--- config.mk ---
export PLATFORM = sky130hd
export DESIGN_NAME = gpout_reg
export DESIGN_NICKNAME = d
export VERILOG_FILES = /design/src/rtl/gpout_pkg.sv /design/src/rtl/gpout_reg_pulse_timer.sv /design/src/rtl/gpout_reg.sv
export SDC_FILE = /design/constraint.sdc
export NUM_CORES = 1
export LEC_CHECK = 0
export CORE_ASPECT_RATIO = 1.75
export CORE_UTILIZATION = 60
export DETAILED_ROUTE_END_ITERATION = 6
export DONT_BUFFER_PORTS = 1
export GPL_TIMING_DRIVEN = 1
export PLACE_DENSITY = 0.83
export SLEW_MARGIN = 40
export SYNTH_ARGS = -nofsm -noshare
export SYNTH_HDL_FRONTEND = slang
export SYNTH_SLANG_ARGS = --single-unit
--- constraint.sdc ---
create_clock -name clk -period 5.8 [get_ports clk]
set_input_delay 1.16 -clock clk [delete_from_list [all_inputs] [get_ports clk]]
set_output_delay 1.16 -clock clk [all_outputs]
set_load 0.1 [all_outputs]
--- src/rtl/gpout_pkg.sv ---
// Shared register map and control-field positions for the general-purpose output block.
package gpout_pkg;

  localparam logic [2:0] GP_DATA  = 3'd0;
  localparam logic [2:0] GP_SET   = 3'd1;
  localparam logic [2:0] GP_CLR   = 3'd2;
  localparam logic [2:0] GP_TGL   = 3'd3;
  localparam logic [2:0] GP_PULSE = 3'd4;
  localparam logic [2:0] GP_CTRL  = 3'd5;
  localparam logic [2:0] GP_PLEN  = 3'd6;

  localparam int CTRL_SYNC_BIT = 0;

endpackage

--- src/rtl/gpout_reg_pulse_timer.sv ---
// Shared one-shot pulse timer: holds a mask of pulsed bits high for max(len,1) cycles.
module gpout_reg_pulse_timer #(
  parameter int CNT_W = 16
) (
  input  logic             clk,
  input  logic             rst,
  input  logic             start,
  input  logic [31:0]      mask,
  input  logic [CNT_W-1:0] len,
  output logic [31:0]      pmask,
  output logic [31:0]      pmask_nxt,
  output logic             busy
);

  logic [CNT_W-1:0] cnt_q, cnt_d;
  logic [31:0]      pmask_q, pmask_d;
  logic             busy_q, busy_d;

  always_comb begin
    cnt_d   = cnt_q;
    pmask_d = pmask_q;
    busy_d  = busy_q;
    if (start) begin
      // A retrigger ORs in the new bits and reloads, extending every active pulse.
      pmask_d = pmask_q | mask;
      cnt_d   = (len == '0) ? '0 : len - CNT_W'(1);
      busy_d  = 1'b1;
    end else if (busy_q) begin
      if (cnt_q != '0) begin
        cnt_d = cnt_q - CNT_W'(1);
      end else begin
        pmask_d = '0;
        busy_d  = 1'b0;
      end
    end
  end

  always_ff @(posedge clk) begin
    if (rst) begin
      cnt_q   <= '0;
      pmask_q <= '0;
      busy_q  <= 1'b0;
    end else begin
      cnt_q   <= cnt_d;
      pmask_q <= pmask_d;
      busy_q  <= busy_d;
    end
  end

  assign pmask     = pmask_q;
  assign pmask_nxt = pmask_d;
  assign busy      = busy_q;

endmodule

--- src/rtl/gpout_reg.sv ---
// General-purpose output register block: shadow ALU, immediate or commit-synchronised
// output register, pulse overlay and read mux.
module gpout_reg
  import gpout_pkg::*;
#(
  parameter int          CNT_W     = 16,
  parameter int          PULSE_DEF = 100,
  parameter logic [31:0] RST_VAL   = 32'h0
) (
  input  logic        clk,
  input  logic        rst,
  input  logic        wr_en,
  input  logic [2:0]  wr_addr,
  input  logic [31:0] wr_data,
  input  logic [2:0]  rd_addr,
  output logic [31:0] rd_data,
  input  logic        commit,
  output logic [31:0] gpout,
  output logic        pulse_busy
);

  logic [31:0]      shadow_q, shadow_d;
  logic [31:0]      out_q, out_d;
  logic [31:0]      gpout_q, gpout_d;
  logic             ctrl_q, ctrl_d;
  logic [CNT_W-1:0] plen_q, plen_d;
  logic             pulse_start;
  logic [31:0]      pmask, pmask_nxt;

  always_comb begin
    shadow_d = shadow_q;
    ctrl_d   = ctrl_q;
    plen_d   = plen_q;
    if (wr_en) begin
      case (wr_addr)
        GP_DATA: shadow_d = wr_data;
        GP_SET:  shadow_d = shadow_q | wr_data;
        GP_CLR:  shadow_d = shadow_q & ~wr_data;
        GP_TGL:  shadow_d = shadow_q ^ wr_data;
        GP_CTRL: ctrl_d   = wr_data[CTRL_SYNC_BIT];
        GP_PLEN: plen_d   = wr_data[CNT_W-1:0];
        default: ;
      endcase
    end
  end

  assign pulse_start = wr_en && (wr_addr == GP_PULSE) && (wr_data != '0);

  // Commit samples the pre-write shadow, so a colliding write waits for the next tick.
  always_comb begin
    out_d = out_q;
    if (!ctrl_q || commit) out_d = shadow_q;
  end

  // Registered from next-state values so pulses appear the cycle after the PULSE write.
  assign gpout_d = out_d | pmask_nxt;

  always_ff @(posedge clk) begin
    if (rst) begin
      shadow_q <= RST_VAL;
      out_q    <= RST_VAL;
      gpout_q  <= RST_VAL;
      ctrl_q   <= 1'b0;
      plen_q   <= CNT_W'(PULSE_DEF);
    end else begin
      shadow_q <= shadow_d;
      out_q    <= out_d;
      gpout_q  <= gpout_d;
      ctrl_q   <= ctrl_d;
      plen_q   <= plen_d;
    end
  end

  gpout_reg_pulse_timer #(.CNT_W(CNT_W)) u_pulse (
    .clk       (clk),
    .rst       (rst),
    .start     (pulse_start),
    .mask      (wr_data),
    .len       (plen_q),
    .pmask     (pmask),
    .pmask_nxt (pmask_nxt),
    .busy      (pulse_busy)
  );

  always_comb begin
    rd_data = '0;
    case (rd_addr)
      GP_DATA:  rd_data = shadow_q;
      GP_SET:   rd_data = gpout_q;
      GP_CLR:   rd_data[0] = ctrl_q;
      GP_TGL:   rd_data[CNT_W-1:0] = plen_q;
      GP_PULSE: rd_data = pmask;
      default:  rd_data = '0;
    endcase
  end

  assign gpout = gpout_q;

endmodule

==> impl_metrics.env <==
export IMPL_status="complete, no violations"
export IMPL_rsz0062_at_grt="false"
export IMPL_setup_tns_ns=0
export IMPL_path_depth=3
export IMPL_crit_type="input port to primary output"
export IMPL_start_util_pct=61.15
export IMPL_syn_area_um2=9029
export IMPL_synthDistinctLibCells=55
export IMPL_ios=107
export IMPL_skew_ns=0.006790
export IMPL_gr_usage_met3_pct=8.611
export IMPL_grt_overflow=0
export IMPL_fp_dieW_um=94.73
export IMPL_coreArea_um2=14760
export IMPL_ctsResizeCount=0
export IMPL_layout_area_seq_um2=3284
export IMPL_clock_sinks=162
export IMPL_reg2reg_depth=8
export IMPL_syn_num_nets=1189
export IMPL_synth_edff_count=0
export IMPL_powerDensity_nw_per_um2=285.3
export IMPL_first_global_vias=7455
export IMPL_multiInputGateArea_um2=5535
export IMPL_crit_buf_inv=0
export IMPL_fin_nets=1132
export IMPL_synth_area_leaders="dfxtp_1 (36%), ha_1 (9.1%), a211oi_1 (6.0%), a21oi_1 (5.9%), nand2_1 (5.6%)"
export IMPL_slowest_stage="o21ai_4"
export IMPL_fmax_mhz=263.2
export IMPL_holdPathEnd="out_q[27]$_SDFF_PP0_"
export IMPL_cts_htree_levels=4
export IMPL_path_cells="and2_1 > a21oi_1 > o21ai_4"
export IMPL_final_layout_size_suffix_gt1_share_pct=15.04
export IMPL_finalHoldViolCount=0
export IMPL_wl_per_cell_um=19.62
export IMPL_postCtsSetupBuffers=0
export IMPL_cp_start_kind="input port"
export IMPL_yosys_warnings=0
export IMPL_top_usage_layer="met2"
export IMPL_drc=0
export IMPL_r2r_end="gpout[30]$_SDFF_PP0_"
export IMPL_root_buffer="clkbuf_16"
export IMPL_fin_crit_sh_pct=65.51
export IMPL_crit_family="compound AO/OA/AOI/OAI gates"
export IMPL_first_pass_iters=6
export IMPL_holdPathStages=2
export IMPL_vdd_drop_max_mv=0.2075
export IMPL_fill_cells=1111
export IMPL_postSynthCellCount=1081
export IMPL_row_count=59
export IMPL_power_leakage_nw=3.837
export IMPL_met1_usage_pct=33.25
export IMPL_synth_top_area_share_pct=35.92
export IMPL_antenna_found_initial=0
export IMPL_clkTransAtPathRegs_ns=0.07
export IMPL_worstHoldPathType="register to register"
export IMPL_syn_avg_cell_area_um2=8.352
export IMPL_hold_buffers=0
export IMPL_synth_top_area_cell="dfxtp_1"
export IMPL_place_area_um2=9374
export IMPL_worstPathRequired_ns=4.64
export IMPL_die_height_um=164.3
export IMPL_grt_util_all_layers_pct=31.14
export IMPL_cp_end_kind="primary output"
export IMPL_ff2ff_setup_slack_ns=3.03
export IMPL_ys_seq_elements=162
export IMPL_cp_arrival_ns=2.64
export IMPL_wirelength_um=23940
export IMPL_cts_buffers=17
export IMPL_tightest_slew_ns=0.8453
export IMPL_synthFlopType="dfxtp_1"
export IMPL_power_mw=2.856
export IMPL_grt_max_degree=101
export IMPL_antenna_cells=0
export IMPL_port_buffers=0
export IMPL_dp_hpwl_um=15940
export IMPL_design_area_um2=10010
export IMPL_synth_seq_area_share_pct=35.92
export IMPL_die_area_um2=15560
export IMPL_slew_headroom_pct=43.46
export IMPL_clock_latency_ns=0.43
export IMPL_cpPeakStageDelay_ns=0.63
export IMPL_drv_cap=0
export IMPL_vias_per_cell=6.377
export IMPL_vias=7780
export IMPL_fin_hold_ws_ns=0.4530
export IMPL_cts_buffer_depth=2
export IMPL_async_flop_share_pct=0
export IMPL_syn_to_final_growth_pct=10.86
export IMPL_grt_pass1_wl_um=37230
export IMPL_drt_initial_drc_count=541
export IMPL_fin_crit_ns=3.800
export IMPL_final_max_slew_viol_count=0
export IMPL_r2r_start="u_pulse.cnt_q[0]$_SDFFE_PP0P_"
export IMPL_cp_max_fo=50
export IMPL_met2_usage_pct=54.61
export IMPL_finalSetupViolCount=0
export IMPL_place_congestion=0.8488
export IMPL_cts_tree="done"
export IMPL_final_core_util_pct=67.80
export IMPL_postRouteAntennaNets=0
export IMPL_hp_start="out_q[27]$_SDFF_PP0_"
-- synthesized netlist by cell type (all sizes together) (2+ instances only) --
library cell  count
or2               3
nand2b            3
xor2              4
o32ai             4
dfxtp           162
xnor2            14
o21ai            21
inv              72
or4b              2
nor3              7
o31ai             3
ha               66
and2              4
nor2b             4
a22o             32
nor3b             3
or4               8
clkbuf           76
nand4b            3
buf               7
nor4             16
a21oi           107
or3               6
a221o            32
nand3b            3
nand2           134
a211oi           72
mux2             34
mux2i            32
nor2            116
o22a             14
nand4             2
or3b              2
-- metal layers --
| layer | wire length (um) | vias to the layer above | share of wire (%) |
|---|---|---|---|
| met5 | 0 | - | 0 |
| met4 | 1034 | 0 | 4.3 |
| met3 | 1671 | 77 | 7.0 |
| met2 | 12520 | 281 | 52 |
| met1 | 8717 | 3699 | 36 |
| li1 | - | 3723 | - |
-- where the power goes --
part           total [mW]  leakage [nW]  internal [mW]  switching [mW]
Clock                1.18         0.298          0.717           0.463
Sequential           1.32          1.34           1.17           0.155
Combinational       0.352          2.20          0.143           0.208
-- stage by stage --
step           setup slack, ns  std cells
6_report                 2.000       1220
4_1_cts                  2.003       1220
3_3_place_gp             1.757       1187
2_1_floorplan           0.2281       1081
3_5_place_dp             2.005       1188
5_1_grt                  1.951       1220
-- worst max-delay path by stage --
stage,startpoint,end
floorplan,rd_addr[0],rd_data[0]
global placement,rd_addr[0],rd_data[15]
detailed placement,rd_addr[0],rd_data[15]
CTS,rd_addr[0],rd_data[15]
global route,rd_addr[0],rd_data[15]
finish,rd_addr[0],rd_data[15]
-- final cells by class --
class	count	area share [%]
Clock buffer	22	4.738
Clock inverter	10	1.488
Inverter	72	2.700
Multi-Input combinational cell	763	55.30
Sequential cell	162	32.81
Tap cell	183	2.288
Timing Repair Buffer	8	0.6750
-- logic make-up after synthesis --
family	after synthesis	synth area share (%)
fa+ha+maj	66	9.146
simple gates	319	15.73
mux	67	8.038
buf+inv	156	6.693
xor+xnor	18	1.746
flops	162	35.92
compound gates	293	22.73
-- tightest hold or removal path, stage by stage, from the launching register on --
cell	delay (ns)
dfxtp_1	0.30
nand2_1	0.05
a21oi_1	0.06
-- placed cells by master (no fill, tap or decap), types with 33 or more instances in the layout --
master	netlist	final
dfxtp_1	162	129
inv_1	72	72
nand2_1	134	134
ha_1	66	66
a211oi_1	72	72
nor2_1	116	99
mux2_2	34	34
dfxtp_2	0	33
a21oi_1	106	106
Power figures use the tool's default switching activity.
